--- src/rtl/regfile_write_arbiter.sv ---
// regfile_write_arbiter
//   Two-requester arbiter in front of a single register-file write port.
//   Requester 0 (ALU) has fixed priority; requester 1 (load unit) gains
//   priority once it has lost STARVE_MAX consecutive contested cycles.
//   The winning request is captured and presented as a registered write
//   (wEnable/dR/wData) in the cycle after the transfer edge.
//
//   Optional feature: define REG0_GUARD_EN to suppress the register-file
//   write for transfers targeting index 0 (the transfer is still accepted).
//
// Ports:
//   clk         clock, all state on posedge
//   rst         asynchronous active-high reset
//   req0_valid  ALU writeback request
//   req0_dR     ALU destination index
//   req0_data   ALU write data
//   req0_ready  grant to requester 0 (combinational)
//   req1_valid  load-unit writeback request
//   req1_dR     load-unit destination index
//   req1_data   load-unit write data
//   req1_ready  grant to requester 1 (combinational)
//   wEnable     registered register-file write enable
//   dR          registered register-file write index
//   wData       registered register-file write data
//   starved     high while the starvation counter equals STARVE_MAX
module regfile_write_arbiter #(
    parameter int unsigned STARVE_MAX = 4
) (
    input  logic        clk,
    input  logic        rst,
    input  logic        req0_valid,
    input  logic [4:0]  req0_dR,
    input  logic [31:0] req0_data,
    output logic        req0_ready,
    input  logic        req1_valid,
    input  logic [4:0]  req1_dR,
    input  logic [31:0] req1_data,
    output logic        req1_ready,
    output logic        wEnable,
    output logic [4:0]  dR,
    output logic [31:0] wData,
    output logic        starved
);

    localparam logic [3:0] STARVE_LIMIT = 4'(STARVE_MAX);

    logic [3:0]  starveCnt;
    logic        xfer0;
    logic        xfer1;
    logic        anyXfer;
    logic        writeNow;
    logic [4:0]  selDR;
    logic [31:0] selData;

    assign starved = (starveCnt == STARVE_LIMIT);

    // Requester 1 wins when alone or when starved; requester 0 wins otherwise.
    // Both grants are held low during reset so nothing transfers until the
    // first edge after release.
    always_comb begin
        req1_ready = 1'b0;
        req0_ready = 1'b0;
        if (!rst) begin
            req1_ready = req1_valid && (!req0_valid || starved);
            req0_ready = req0_valid && !(req1_valid && starved);
        end
    end

    always_comb begin
        xfer0   = req0_valid && req0_ready;
        xfer1   = req1_valid && req1_ready;
        anyXfer = xfer0 || xfer1;
        selDR   = xfer1 ? req1_dR   : req0_dR;
        selData = xfer1 ? req1_data : req0_data;
`ifdef REG0_GUARD_EN
        writeNow = anyXfer && (selDR != '0);
`else
        writeNow = anyXfer;
`endif
    end

    always_ff @(posedge clk or posedge rst) begin
        if (rst) begin
            wEnable   <= 1'b0;
            dR        <= '0;
            wData     <= '0;
            starveCnt <= '0;
        end else begin
            wEnable <= writeNow;
            if (anyXfer) begin
                dR    <= selDR;
                wData <= selData;
            end
            // Counter only tracks an uninterrupted run of lost cycles.
            if (!req1_valid || xfer1) begin
                starveCnt <= '0;
            end else if (starveCnt != STARVE_LIMIT) begin
                starveCnt <= starveCnt + 4'd1;
            end
        end
    end

endmodule

--- config.mk ---
export PLATFORM = sky130hd
export DESIGN_NAME = regfile_write_arbiter
export DESIGN_NICKNAME = d
export VERILOG_FILES = /design/src/rtl/regfile_write_arbiter.sv
export SDC_FILE = /design/constraint.sdc
export NUM_CORES = 1
export LEC_CHECK = 0
export CAP_MARGIN = 20
export CORE_MARGIN = 1
export CORE_UTILIZATION = 42
export CTS_CLUSTER_SIZE = 30
export DETAILED_ROUTE_END_ITERATION = 8
export PLACE_DENSITY = 0.86
export SYNTH_ARGS = -nofsm -noshare
export SYNTH_HDL_FRONTEND = slang
export SYNTH_SLANG_ARGS = --single-unit
--- constraint.sdc ---
create_clock -name clk -period 4 [get_ports clk]
set_input_delay 0.8 -clock clk [delete_from_list [all_inputs] [get_ports clk]]
set_output_delay 0.8 -clock clk [all_outputs]
set_load 0.01 [all_outputs]
==> results of run 1 <==
==> cell usage in the layout, fill, tap and decap left out <==
cell	synthesis	layout
a2111oi_0	37	37
a211oi_1	1	1
a21boi_0	1	1
a21oi_1	1	1
a221o_1	37	37
buf_4	0	7
bufinv_16	0	1
clkbuf_8	0	5
clkdlybuf4s50_1	0	118
clkinv_2	0	2
dfrtp_1	42	42
ha_1	2	2
inv_1	41	40
inv_2	2	3
mux2i_1	1	1
nand2_1	1	1
nand3_1	2	2
nand3b_2	1	1
nand4_1	1	1
nor2_1	2	2
nor4b_1	1	1
o211a_1	1	1
o21ai_0	3	2
o21ai_2	0	1
or3_1	1	1
xor2_1	2	2
==> layer usage <==
layer / vias to the layer above / GRT usage, %
met1: 1059 / 32.6
met4: 0 / 7.69
met2: 110 / 40.0
met5: - / 0
met3: 11 / 5.28
li1: 1005 / -
==> worst min path at each step <==
stage / start / end / slack [ns] / depth (start not counted)
floorplan: dR[4]$_DFFE_PP0P_ / dR[4]$_DFFE_PP0P_ / 0.55 / 1
global placement: wData[31]$_DFFE_PP0P_ / wData[31]$_DFFE_PP0P_ / 0.50 / 1
detailed placement: wData[14]$_DFFE_PP0P_ / wData[14]$_DFFE_PP0P_ / 0.50 / 1
CTS: wData[17]$_DFFE_PP0P_ / wData[17]$_DFFE_PP0P_ / 0.52 / 1
global route: wData[13]$_DFFE_PP0P_ / wData[13]$_DFFE_PP0P_ / 0.54 / 1
finish: wData[22]$_DFFE_PP0P_ / wData[22]$_DFFE_PP0P_ / 0.52 / 1
==> per-stage QoR <==
step	cells	total power, W	instance area, sq um
2_1_floorplan	205	0.000653	2190
3_3_place_gp	372	0.000858	3380
3_5_place_dp	372	0.000866	3380
4_1_cts	380	0.00119	3490
5_1_grt	380	0.00124	3490
6_report	380	0.00119	3490
==> registers in the layout, summed over array words and instances, names as in the netlist <==
signal and cells:
starveCnt 4, wEnable 1, wData 32, dR 5
==> critical path, delay by kind of cell <==
kind                   cells  cell delay (ns)
AOI/OAI and AO/OA          1             0.26
buffers and inverters      3             1.49
==> report_power, final <==
part	internal (W)	switching (W)	total (W)
sequential	0.000479	0.0000353	0.000514
combinational	0.000212	0.000133	0.000345
clock	0.000184	0.000144	0.000327
total	0.000874	0.000312	0.00119
==> synth_stat cells <==
cell,count
dfrtp_1,42
inv_1,41
a2111oi_0,37
a221o_1,37
clkbuf_1,14
buf_2,5
buf_6,4
o21ai_0,3
buf_1,2
ha_1,2
inv_2,2
nand3_1,2
nor2_1,2
xor2_1,2
a211oi_1,1
a21boi_0,1
a21oi_1,1
mux2i_1,1
nand2_1,1
nand3b_2,1
nand4_1,1
nor4b_1,1
o211a_1,1
or3_1,1
==> final cells by class <==
type	instances	area (sq um)
sequential	42	1050
timing repair buffer	125	1230
clock inverter	3	40.0
tap	67	83.8
multi-input combinational	95	850
clock buffer	5	68.8
fill	386	1390
inverter	43	161
==> cell families (layout without fill, tap and decap cells) <==
group | Yosys count | in the layout | share of synthesized area (%)
buffers and inverters | 68 | 176 | 13.3
adders and majority gates | 2 | 2 | 1.14
DFF | 42 | 42 | 48.0
AOI/OAI and AO/OA | 81 | 81 | 33.8
xor gates and xnor gates | 2 | 2 | 0.801
muxes | 1 | 1 | 0.457
and+or+nand+nor | 9 | 9 | 2.46
==> flow_summary.ini, run 1 <==
[clock_network]
cts_max_level = 2
cts_resized = 0
numCtsBuffers = 5
cts.hold.buffers_added = 0
post_cts_buffers = 0
cts_sinks = 42
cts_tree = built
clk_pin_slew_ns = 0.08
cts_root_buffer = clkbuf_8
clk_latency_ns = 0.29
clockBufferDepth = 2

[floorplanning]
initial_utilization_pct = 44.8
core_sq_um = 4880
dieArea_sq_um = 5500
top_level_ports = 119
std_cell_rows = 25
dieHeight_um = 74.2
die_w_um = 74.2

[sta]
setup_viol = 0
relSlewSlack_pct = 46.7
fin_tns_setup_ns = 0
tightest_slew_ns = 0.800
min_period_ns = 3.37
grt_setup_unrepaired = false
hold_violations = 0
finalCritPeriodShare_pct = 84.2
fmax_mhz = 297
fin_skew_ns = 0.00321
timing.hold.ws_ns = 0.517
fin_ws_ns = 0.633
finalMaxSlewViolations = 0

[pwr]
p_per_area_nw_per_um2 = 340
power_leakage_nw = 1.51
peakVddDrop_mv = 0.183

[synthesis]
syn_area_sq_um = 2190
yosysTopAreaCell = dfrtp_1
synth_area_per_cell_sq_um = 10.7
synthCells = 205
synth_nets = 285
ys_seq_area_share_pct = 48.0
netlist-cell-type-count = 24
ys.warnings.count = 0
synthTopCellsByArea = dfrtp_1, a221o_1, a2111oi_0
yosys.area.top_type_share_pct = 48.0
yosys_register_bits = 42

[worst_hold_path]
hold_path.class = reg2reg

[finish]
fin_nets = 392
drive_gt1_share_pct = 6.39
fin_util_pct = 71.5
syn_to_final_growth_pct = 59.4
diodes = 0

[worst_setup_path]
critPathArrivalTime_ns = 2.57
slowest_stage = clkdlybuf4s50_1
reg2reg_slack_ns = 1.75
critPathMaxFanout = 39
cpMostUsedCell = clkdlybuf4s50_1
r2r-end = wData[3]$_DFFE_PP0P_
max_stage_delay_ns = 0.53
r2r_cells = 7
r2r_start = starveCnt[0]$_DFFE_PP0P_
cp_cell_sequence = clkdlybuf4s50_1 > inv_2 > o211a_1 > clkdlybuf4s50_1
startpoint = req0_valid
critPathCapture = req1_ready
setup.worst_path.end_class = output port
setup.worst_path.class = in2out
worstSetupStartpointType = input port
worstPathRequired_ns = 3.20

[routing]
drtPass1Iterations = 5
dr_wl_met3_um = 509
drt_iter0_drc = 169
met1_length_um = 2760
wl_per_cell_um = 17.3
route.vias.total = 2185
postRouteWirelength_um = 6580
via_per_inst = 5.75
detail-route-antenna-nets = 0
highest_layer = met4
post-route-drc-count = 0
wl_met2_um = 3230

[place]
portBuffers = 118
pre_cts_ws_ns = 0.643
gp_congestion = 0.769
dp_hpwl_um = 4420

[job]
maxCapViolCount = 0

[global_route]
grt_pass1_wl_um = 10400
antenna_found_initial = 0
grtUsageTotal_pct = 24.5
grt_max_degree = 45
grt_pass1_vias = 2125
globalRouteOverflowTotal = 0

[status]
status = finished clean
(Power assumes the default switching activity.)
==> run 2: changes to the inputs <==
--- a/config.mk
+++ b/config.mk
@@ -7,10 +7,10 @@
 export LEC_CHECK = 0
 export CAP_MARGIN = 20
 export CORE_MARGIN = 1
-export CORE_UTILIZATION = 42
+export CORE_UTILIZATION = 35
 export CTS_CLUSTER_SIZE = 30
 export DETAILED_ROUTE_END_ITERATION = 8
-export PLACE_DENSITY = 0.86
+export PLACE_DENSITY = 0.76
 export SYNTH_ARGS = -nofsm -noshare
 export SYNTH_HDL_FRONTEND = slang
 export SYNTH_SLANG_ARGS = --single-unit
==> constraint.sdc (replaced) <==
create_clock -name clk -period 3 [get_ports clk]
set_input_delay 0.6 -clock clk [delete_from_list [all_inputs] [get_ports clk]]
set_output_delay 0.6 -clock clk [all_outputs]
set_load 0.01 [all_outputs]
==> flow_summary.ini, run 2 (same netlist as run 1, synthesis figures left out) <==
[clock_network]
cts_sinks = 42
clk_pin_slew_ns = 0.08
cts_resized = 0
numCtsBuffers = 5
cts.hold.buffers_added = 0
cts_max_level = 2
clk_latency_ns = 0.30
cts_root_buffer = clkbuf_8
clockBufferDepth = 2
cts_tree = built
post_cts_buffers = 0

[finish]
largestRegisters = wData x32, dR x5, starveCnt x4
layout_common_cells = clkdlybuf4s50_1, dfrtp_1, inv_1
fill_cells = 519
top_register = wData
fin_nets = 394
mostFrequentLayoutCell = clkdlybuf4s50_1
diodes = 0
syn_to_final_growth_pct = 60.8
largest_reg_flops = 32
drive_gt1_share_pct = 6.98

[global_route]
use_met3_pct = 5.06
grt.met2_usage_pct = 34.5
antenna_found_initial = 0
grt_busiest_layer = met2
globalRouteOverflowTotal = 0
grt_max_degree = 44
grt_pass1_vias = 2170
grt_pass1_wl_um = 10600
grtUsageTotal_pct = 21.0
grt_use_met1_pct = 27.1

[sta]
setup_viol = 0
relSlewSlack_pct = 63.3
min_period_ns = 2.77
fin_ws_ns = 0.225
timing.hold.ws_ns = 0.518
grt_setup_unrepaired = false
fin_skew_ns = 0.00784
finalMaxSlewViolations = 0
hold_violations = 0
fmax_mhz = 360
fin_tns_setup_ns = 0
tightest_slew_ns = 0.550
finalCritPeriodShare_pct = 92.5

[worst_setup_path]
setup.worst_path.class = in2out
critPathArrivalTime_ns = 2.17
slowest_stage = clkdlybuf4s50_1
cp_cell_sequence = clkdlybuf4s50_1 > inv_2 > o211a_1 > clkdlybuf4s50_1
critPathMaxFanout = 18
path_buf_inv = 3
max_stage_delay_ns = 0.54
worstSetupStartpointType = input port
worstPathRequired_ns = 2.40
critical-path-top-delay-family = buffers and inverters
setup.worst_path.end_class = output port
cpMostUsedCell = clkdlybuf4s50_1

[routing]
postRouteWirelength_um = 6680
drt_iter0_drc = 114
route.vias.total = 2197
drtPass1Iterations = 4
post-route-drc-count = 0
via_per_inst = 5.63
detail-route-antenna-nets = 0
wl_per_cell_um = 17.1

[worst_hold_path]
hold_path.class = reg2reg

[floorplanning]
core_sq_um = 5990
die_w_um = 81.1
dieHeight_um = 81.1
dieArea_sq_um = 6570
std_cell_rows = 28
initial_utilization_pct = 36.5
top_level_ports = 119

[pwr]
power_leakage_nw = 1.51
p_per_area_nw_per_um2 = 455
peakVddDrop_mv = 0.215

[place]
dp_hpwl_um = 4480
portBuffers = 118
pre_cts_ws_ns = 0.234
gp_congestion = 0.772

[job]
maxCapViolCount = 0

[status]
status = finished clean
-- run 2: cell count changes in the layout (fill, tap and decap cells not counted), sizes merged --
| cell | previous run | this run |
|---|---|---|
| buf | 7 | 9 |
| clkinv | 2 | 0 |
| clkinvlp | 0 | 2 |
-- run 2: worst paths after layout --
| kind | startpoint | cells after the start | slack (ns) | to |
|---|---|---|---|---|
| worst max-delay path | req0_valid | 4 | 0.23 | req1_ready |
| worst max register to register | starveCnt[0]$_DFFE_PP0P_ | 7 | 1.09 | wData[1]$_DFFE_PP0P_ |
| min in group asynchronous | rst | 3 | 0.88 | wData[6]$_DFFE_PP0P_ |
| worst min-delay path | wData[0]$_DFFE_PP0P_ | 1 | 0.52 | wData[0]$_DFFE_PP0P_ |
| worst min register to register | wData[0]$_DFFE_PP0P_ | 1 | 0.52 | wData[0]$_DFFE_PP0P_ |
| max in group asynchronous | rst | 3 | 1.75 | wData[22]$_DFFE_PP0P_ |
-- run 2: metal layers --
metal  part of all wire [%]  wire (um)  up-vias
li1                       -          -     1024
met1                     43       2890     1064
met2                     48       3230       98
met3                    6.9        459       11
met4                    1.4         95        0
met5                      0          0        -
-- run 2: through the flow --
| step | instance area [sq um] | total power [W] | cells | utilization (%) |
|---|---|---|---|---|
| after floorplan | 2190 | 0.000871 | 205 | - |
| after global placement | 3400 | 0.00115 | 382 | 56.8 |
| after detailed placement | 3400 | 0.00116 | 382 | 56.8 |
| after CTS | 3520 | 0.00162 | 390 | 58.7 |
| after global routing | 3520 | 0.00169 | 390 | 58.7 |
| final | 3520 | 0.00160 | 390 | 58.7 |
-- run 2: worst reg2reg max path, delay by kind of cell (launching register included) --
kind	cells	cell delay (ns)
buf+inv	3	0.40
compound gates	2	0.70
flops	1	0.41
simple gates	1	0.13
fa+ha+maj	1	0.21
-- run 2: power by group --
| part | internal (W) | switching (W) | total [W] |
|---|---|---|---|
| Combinational | 0.000285 | 0.000181 | 0.000466 |
| Sequential | 0.000638 | 0.0000448 | 0.000683 |
| Clock | 0.000248 | 0.000206 | 0.000454 |
-- run 2: area by class of cell --
cell class	count	area [sq um]	share of cell area (%)
Clock buffer	5	68.8	1.96
Clock inverter	3	45.0	1.28
Inverter	43	161	4.59
Multi-Input combinational cell	95	850	24.1
Sequential cell	42	1050	29.9
Tap cell	75	93.8	2.67
Timing Repair Buffer	127	1250	35.5
